==> src/rtl/draw_arbiter.sv <==
// Two-requester round-robin arbiter feeding a square-fill pixel engine.
// The engine streams one clipped pixel per cycle to a 160x120 VGA adapter.
module draw_arbiter (
    input  logic       clock,
    input  logic       reset,
    input  logic       req0,
    input  logic       req1,
    input  logic [1:0] shape0,
    input  logic [1:0] shape1,
    input  logic [7:0] ox0,
    input  logic [7:0] ox1,
    input  logic [6:0] oy0,
    input  logic [6:0] oy1,
    input  logic [2:0] col0,
    input  logic [2:0] col1,
    output logic       ack0,
    output logic       ack1,
    output logic       busy,
    output logic       done,
    output logic       plot,
    output logic [7:0] vga_x,
    output logic [6:0] vga_y,
    output logic [2:0] colour,
    output logic       owner
);

    typedef enum logic [1:0] {IDLE, LOAD, DRAW, DONE} state_t;

    state_t     state_q, state_d;
    logic       last_q, last_d;
    logic       owner_q, owner_d;
    logic [1:0] shape_q, shape_d;
    logic [7:0] ox_q, ox_d;
    logic [6:0] oy_q, oy_d;
    logic [2:0] col_q, col_d;
    logic [4:0] side_q, side_d;
    logic [8:0] q_q, q_d;
    logic [4:0] dx_q, dx_d;
    logic [4:0] dy_q, dy_d;
    logic [7:0] hx_q, hx_d;
    logic [6:0] hy_q, hy_d;
    logic [2:0] hc_q, hc_d;

    logic       grant;
    logic       gnt;
    logic [8:0] sum_x;
    logic [7:0] sum_y;
    logic       in_view;
    logic [4:0] side_sel;
    logic [8:0] q_last;

    always_comb begin
        grant = (req0 | req1) & ~reset & (state_q == IDLE);
        gnt   = (req0 & req1) ? ~last_q : req1;
    end

    // Sums are one bit wider so off-screen pixels are clipped, not wrapped.
    always_comb begin
        sum_x   = {1'b0, ox_q} + {4'b0, dx_q};
        sum_y   = {1'b0, oy_q} + {3'b0, dy_q};
        in_view = (sum_x < 9'd160) && (sum_y < 8'd120);
    end

    always_comb begin
        unique case (shape_q)
            2'b00:   begin side_sel = 5'd20; q_last = 9'd399; end
            2'b01:   begin side_sel = 5'd10; q_last = 9'd99;  end
            default: begin side_sel = 5'd4;  q_last = 9'd15;  end
        endcase
    end

    always_comb begin
        state_d = state_q;
        last_d  = last_q;
        owner_d = owner_q;
        shape_d = shape_q;
        ox_d    = ox_q;
        oy_d    = oy_q;
        col_d   = col_q;
        side_d  = side_q;
        q_d     = q_q;
        dx_d    = dx_q;
        dy_d    = dy_q;
        hx_d    = hx_q;
        hy_d    = hy_q;
        hc_d    = hc_q;
        ack0    = 1'b0;
        ack1    = 1'b0;
        done    = 1'b0;
        plot    = 1'b0;
        busy    = (state_q != IDLE);
        unique case (state_q)
            IDLE: begin
                if (grant) begin
                    ack0    = ~gnt;
                    ack1    = gnt;
                    busy    = 1'b1;
                    last_d  = gnt;
                    owner_d = gnt;
                    shape_d = gnt ? shape1 : shape0;
                    ox_d    = gnt ? ox1 : ox0;
                    oy_d    = gnt ? oy1 : oy0;
                    col_d   = gnt ? col1 : col0;
                    state_d = LOAD;
                end
            end
            LOAD: begin
                q_d     = 9'd0;
                dx_d    = 5'd0;
                dy_d    = 5'd0;
                side_d  = side_sel;
                state_d = (shape_q == 2'b11) ? DONE : DRAW;
            end
            DRAW: begin
                plot = in_view;
                hx_d = sum_x[7:0];
                hy_d = sum_y[6:0];
                hc_d = col_q;
                q_d  = q_q + 9'd1;
                if (dx_q == side_q - 5'd1) begin
                    dx_d = 5'd0;
                    dy_d = dy_q + 5'd1;
                end else begin
                    dx_d = dx_q + 5'd1;
                end
                if (q_q == q_last)
                    state_d = DONE;
            end
            DONE: begin
                done    = 1'b1;
                state_d = IDLE;
            end
        endcase
    end

    // Pixel bus follows the engine in DRAW and holds its last value otherwise.
    always_comb begin
        vga_x  = (state_q == DRAW) ? sum_x[7:0] : hx_q;
        vga_y  = (state_q == DRAW) ? sum_y[6:0] : hy_q;
        colour = (state_q == DRAW) ? col_q : hc_q;
        owner  = grant ? gnt : owner_q;
    end

    always_ff @(posedge clock or posedge reset) begin
        if (reset) begin
            state_q <= IDLE;
            last_q  <= 1'b1;
            owner_q <= 1'b0;
            shape_q <= 2'd0;
            ox_q    <= 8'd0;
            oy_q    <= 7'd0;
            col_q   <= 3'd0;
            side_q  <= 5'd0;
            q_q     <= 9'd0;
            dx_q    <= 5'd0;
            dy_q    <= 5'd0;
            hx_q    <= 8'd0;
            hy_q    <= 7'd0;
            hc_q    <= 3'd0;
        end else begin
            state_q <= state_d;
            last_q  <= last_d;
            owner_q <= owner_d;
            shape_q <= shape_d;
            ox_q    <= ox_d;
            oy_q    <= oy_d;
            col_q   <= col_d;
            side_q  <= side_d;
            q_q     <= q_d;
            dx_q    <= dx_d;
            dy_q    <= dy_d;
            hx_q    <= hx_d;
            hy_q    <= hy_d;
            hc_q    <= hc_d;
        end
    end

endmodule
==> config.mk <==
export PLATFORM = sky130hd
export DESIGN_NAME = draw_arbiter
export DESIGN_NICKNAME = d
export VERILOG_FILES = /design/src/rtl/draw_arbiter.sv
export SDC_FILE = /design/constraint.sdc
export NUM_CORES = 1
export LEC_CHECK = 0
export ABC_AREA = 1
export CAP_MARGIN = 20
export CORE_MARGIN = 10
export CORE_UTILIZATION = 53
export CTS_CLUSTER_DIAMETER = 100
export DETAILED_ROUTE_END_ITERATION = 7
export PLACE_DENSITY = 0.81
export REMOVE_ABC_BUFFERS = 1
export SKIP_LAST_GASP = 1
export SLEW_MARGIN = 25
export SYNTH_ARGS = -nofsm -noshare
export SYNTH_HDL_FRONTEND = slang
export SYNTH_SLANG_ARGS = --single-unit
==> constraint.sdc <==
create_clock -name clock -period 3.95 [get_ports clock]
set_input_delay 0.9875 -clock clock [delete_from_list [all_inputs] [get_ports clock]]
set_output_delay 0.9875 -clock clock [all_outputs]
set_load 0.01 [all_outputs]
* After elaboration in Yosys (flattened, before gate mapping)
Cells that the tools add are included.
Storage, ports and cells: word-level logic and storage cells 75, input port bits 44, output and inout bits 24, register bits after elaboration 66
Operators by class: bitwise gates (word level) 7, eq/ne operators 10, magnitude comparators 2, $add $sub $neg 6, multiplexer cells 28, reductions and logical operators 8
Operators by type and width (number):
- one-hot mux 9 bit (2 select lines) | 2
- one-hot mux 5 bit (2 select lines) | 3
- two-way mux 8 bit | 2
- two-way mux 7 bit | 2
- two-way mux 1 bit | 11
- adder 5 x 1 -> 5 bit (second input constant) | 2
- two-way mux 5 bit | 2
- adder 8 x 5 -> 9 bit | 1
- adder 9 x 1 -> 9 bit (second input constant) | 1
- equality test 9 bit | 1
- < comparator 9 x 8 -> 1 bit (second input constant) | 1
- adder 7 x 5 -> 8 bit | 1
- < comparator 8 x 7 -> 1 bit (second input constant) | 1
- one-hot mux 2 bit (4 select lines) | 1
- equality test 2 bit (second input constant) | 3
- two-way mux 2 bit | 3
- two-way mux 3 bit | 2
- != test 2 bit (second input constant) | 3
- AND reduction 2 bit | 3
- equality test 5 bit | 1
- subtractor 5 x 1 -> 5 bit (second input constant) | 1
- equality test 2 x 1 -> 1 bit (second input constant) | 2
- logical NOT 2 bit | 2
- nonzero test 2 bit | 2
- other kinds (4) | 8

* Logic depth before layout (Yosys ltp)
word-level depth 5, mapped depth 11

* Worst setup path before layout
OpenSTA, ideal clock, no wires.
path type input -> output, start in reset, end out owner, setup slack 0.350 ns, stages on the path 8, arrival 2.613 ns, cell sequence inv_2 -> o21ai_1 -> nor2_2 -> buf_6 -> inv_2 -> buf_2 -> nand2_1 -> nand2_1
On the way: longest elaborated chain between the ends 4
Ends and longest elaborated chain:
- start: declaration | RTL line 5 | input logic reset,
- NOT 1 bit | RTL line 53 | grant = (req0 | req1) & ~reset & (state_q == IDLE);
- bitwise AND 1 bit (2 in a row) | RTL line 53
- two-way mux 1 bit
- end: declaration | RTL line 24 | output logic owner
Every way passes these cells.

* Worst setup path after layout
start reg state_q[0], end out vga_x[2]
On the way: longest elaborated chain between the ends 2
Ends and longest elaborated chain:
- start: declaration | RTL line 29 | state_t state_q, state_d;
- start signal: assignment | RTL line 161 | state_q <= state_d;
- equality test 2 bit | RTL line 138 | vga_x = (state_q == DRAW) ? sum_x[7:0] : hx_q;
- two-way mux 8 bit | RTL line 138
- end: declaration | RTL line 21 | output logic [7:0] vga_x,
Every way passes these cells.

==> impl_metrics.py <==
metrics = {
    "die": {
        "dieArea_um2": 10600,
        "core_area_um2": 6720,
        "io_pins": 68,
        "row_count": 30,
        "die_h_um": 103,
        "die_x_um": 103,
        "start_util_pct": 54.1,
    },
    "synth": {
        "synth_area_leaders": "dfrtp_1 43%, nand2_1 17%, ha_1 6.5%",
        "ys_seq_elements": 64,
        "ys.flop_type": "dfrtp_1",
        "synth_top_area_share_pct": 43.4,
        "synth_area_leader_cell": "dfrtp_1",
        "syn-cell-area_um2": 3630,
        "ys.warnings.count": 0,
        "synth_edf_count": 0,
        "synthCells": 459,
        "yosysUniqueCellTypes": 36,
        "async_flop_share_pct": 100,
        "yosysSeqAreaShare_pct": 44.1,
        "synth_area_per_cell_um2": 7.92,
    },
    "timing": {
        "setup_viol": 0,
        "setup-tns-final_ns": 0,
        "clock.fmax_ghz": 0.270,
        "final.setup_skew_ns": 0.0111,
        "slew_violations": 0,
        "rsz0062_at_grt": "no",
        "post-route-period-util_pct": 93.7,
        "slew_headroom_pct": 46.6,
        "period_needed_ns": 3.70,
        "final_hold_viol_count": 0,
        "worst_slack_ns": 0.250,
        "tightest_slew_ns": 0.801,
    },
    "clock_tree": {
        "cts_resized": 0,
        "cts_num_sinks": 64,
        "h-tree-depth": 3,
        "cts_tree": "yes",
        "clkSlewWorstSetupHoldPaths_ns": 0.07,
        "clk_latency_ns": 0.34,
        "cts-root-buf": "clkbuf_8",
        "numCtsBuffers": 9,
        "cts.path.max_buffers": 2,
        "postCtsSetupRepairBufs": 0,
        "cts_hold_buf": 0,
    },
    "power_and_ir_drop": {
        "power.total_uw": 3230,
        "powerDensity_nw_per_um2": 695,
        "p_leak_uw": 0.00226,
        "ir_drop_mv": 0.336,
    },
    "critical_path": {
        "cp_max_fo": 23,
        "crit_arrival_ns": 2.71,
        "critical_path.max_stage_delay_ns": 0.55,
        "critical_path_buf_inv_count": 3,
        "required_ns": 2.96,
        "worst_path_max_delay_cell": "clkinv_1",
        "crit_family": "buffers and inverters",
        "endpoint_kind": "output port",
        "critPathKind": "reg2out",
        "crit_chain": "inv_1, ha_1, clkinv_1, a21oi_1, o21ai_0, nand2_1, clkdlybuf4s50_1",
        "startpoint_type": "flop",
    },
    "route": {
        "met3_length_um": 511,
        "drtAntennaViolNets": 0,
        "wl_met2_mm": 4.45,
        "wl_mm": 9.22,
        "drc": 0,
        "vias": 3297,
        "met1_length_mm": 4.14,
        "vias_per_cell": 5.32,
        "top_layer_used": "met4",
        "wire_per_inst_um": 14.9,
        "drt_iter0_markers": 169,
        "dr.pass1.iters": 4,
    },
    "layout": {
        "num-nets-final": 600,
        "drive_gt1_share_pct": 8.70,
        "most-common-layout-cells": "160 x nand2_1, 67 x clkdlybuf4s50_1, 63 x dfrtp_1",
        "utilization_pct": 69.2,
        "stdcell_area_um2": 4650,
        "syn_to_final_growth_pct": 27.9,
        "final_common_cell": "nand2_1",
        "diodes": 0,
    },
    "grt": {
        "grt_pass1_wl_mm": 15.6,
        "overflow": 0,
        "grt_start_max_net_pins": 65,
        "grt_pass1_vias": 3373,
        "antenna_found_initial": 0,
        "gr-usage-all-layers_pct": 18.5,
    },
    "min_path": {
        "min-delay-path-class": "reg2reg",
    },
    "place": {
        "dp_hpwl_mm": 6.78,
        "dpl_worst_slack_ns": 0.313,
        "dpl-instance-area_um2": 4390,
        "io_buffers": 67,
        "place_congestion": 0.908,
    },
    "run": {
        "drv_cap": 0,
    },
    "run_status": {
        "outcome": "finished clean",
    },
}
-- tightest hold or removal path: stages (launching register included) --
cell     delay (ns)
dfrtp_1        0.32
nand2_1        0.05
nand2_1        0.07
-- stage by stage --
stage,instances,hold WS [ns]
after floorplan,448,0.437
after global routing,620,0.507
after global placement,604,0.452
final,620,0.473
after detailed placement,604,0.461
after CTS,620,0.476
-- layer usage --
layer  up-vias  GRT usage [%]
met5         -              0
met4         0           7.27
met3        13           3.75
met2        97           30.9
met1      1545           22.8
li1       1642              -
-- synth_stat cells (2+ instances only) --
| cell | n |
|---|---|
| nand3_2 | 2 |
| buf_2 | 5 |
| nand3b_1 | 2 |
| a31oi_1 | 3 |
| nand4_1 | 8 |
| buf_6 | 4 |
| o211ai_1 | 11 |
| nand3_1 | 40 |
| nor3_1 | 3 |
| nor2_2 | 2 |
| clkinv_1 | 3 |
| inv_2 | 9 |
| inv_1 | 38 |
| a21oi_1 | 16 |
| nor2_1 | 24 |
| nand2_1 | 160 |
| xnor2_1 | 2 |
| xor2_1 | 6 |
| clkbuf_1 | 2 |
| o21ai_1 | 10 |
| nor3_2 | 3 |
| fa_1 | 2 |
| ha_1 | 19 |
| dfrtp_1 | 63 |
| o21ai_0 | 11 |
-- where the power goes --
group	leakage [uW]	switching, uW	internal [uW]
clock network	0.000126	263	453
registers	0.000820	156	892
logic	0.00131	826	641
-- state kept, by name, indices dropped and copies added (netlist names), 2 cells and up --
signal and count:
ox_q 8, hc_q 3, col_q 3, q_q 9, side_q 3, dy_q 5
oy_q 7, dx_q 5, hy_q 7, hx_q 8, shape_q 2, state_q 2
-- worst paths after layout --
kind,from,end,slack (ns),cells after the start
min in group asynchronous,reset,hy_q[0],1.24,3
min,hc_q[0],hc_q[0],0.47,2
min reg2reg,hc_q[0],hc_q[0],0.47,2
max reg2reg,state_q[0],dy_q[2],1.83,8
max,state_q[0],vga_x[2],0.25,7
max in group asynchronous,reset,ox_q[2],2.19,3
-- area by class of cell --
type                            instances  area [um2]
Fill cell                             540        2070
Multi-Input combinational cell        334        1770
Timing Repair Buffer                   76         738
Sequential cell                        64        1600
Clock buffer                           11         151
Tap cell                               80         100
Clock inverter                          5         103
Inverter                               50         188
-- logic make-up after synthesis --
logic type               Yosys count  synth area share (%)
AO/OA/AOI/OAI                     55                  8.71
XOR/XNOR                          10                  2.82
adder cells (fa/ha/maj)           21                  7.64
buffers and inverters             61                  7.30
flip-flops                        64                  44.1
AND/OR/NAND/NOR                  248                  29.4
No activity file was read; power rests on OpenSTA's default activity.
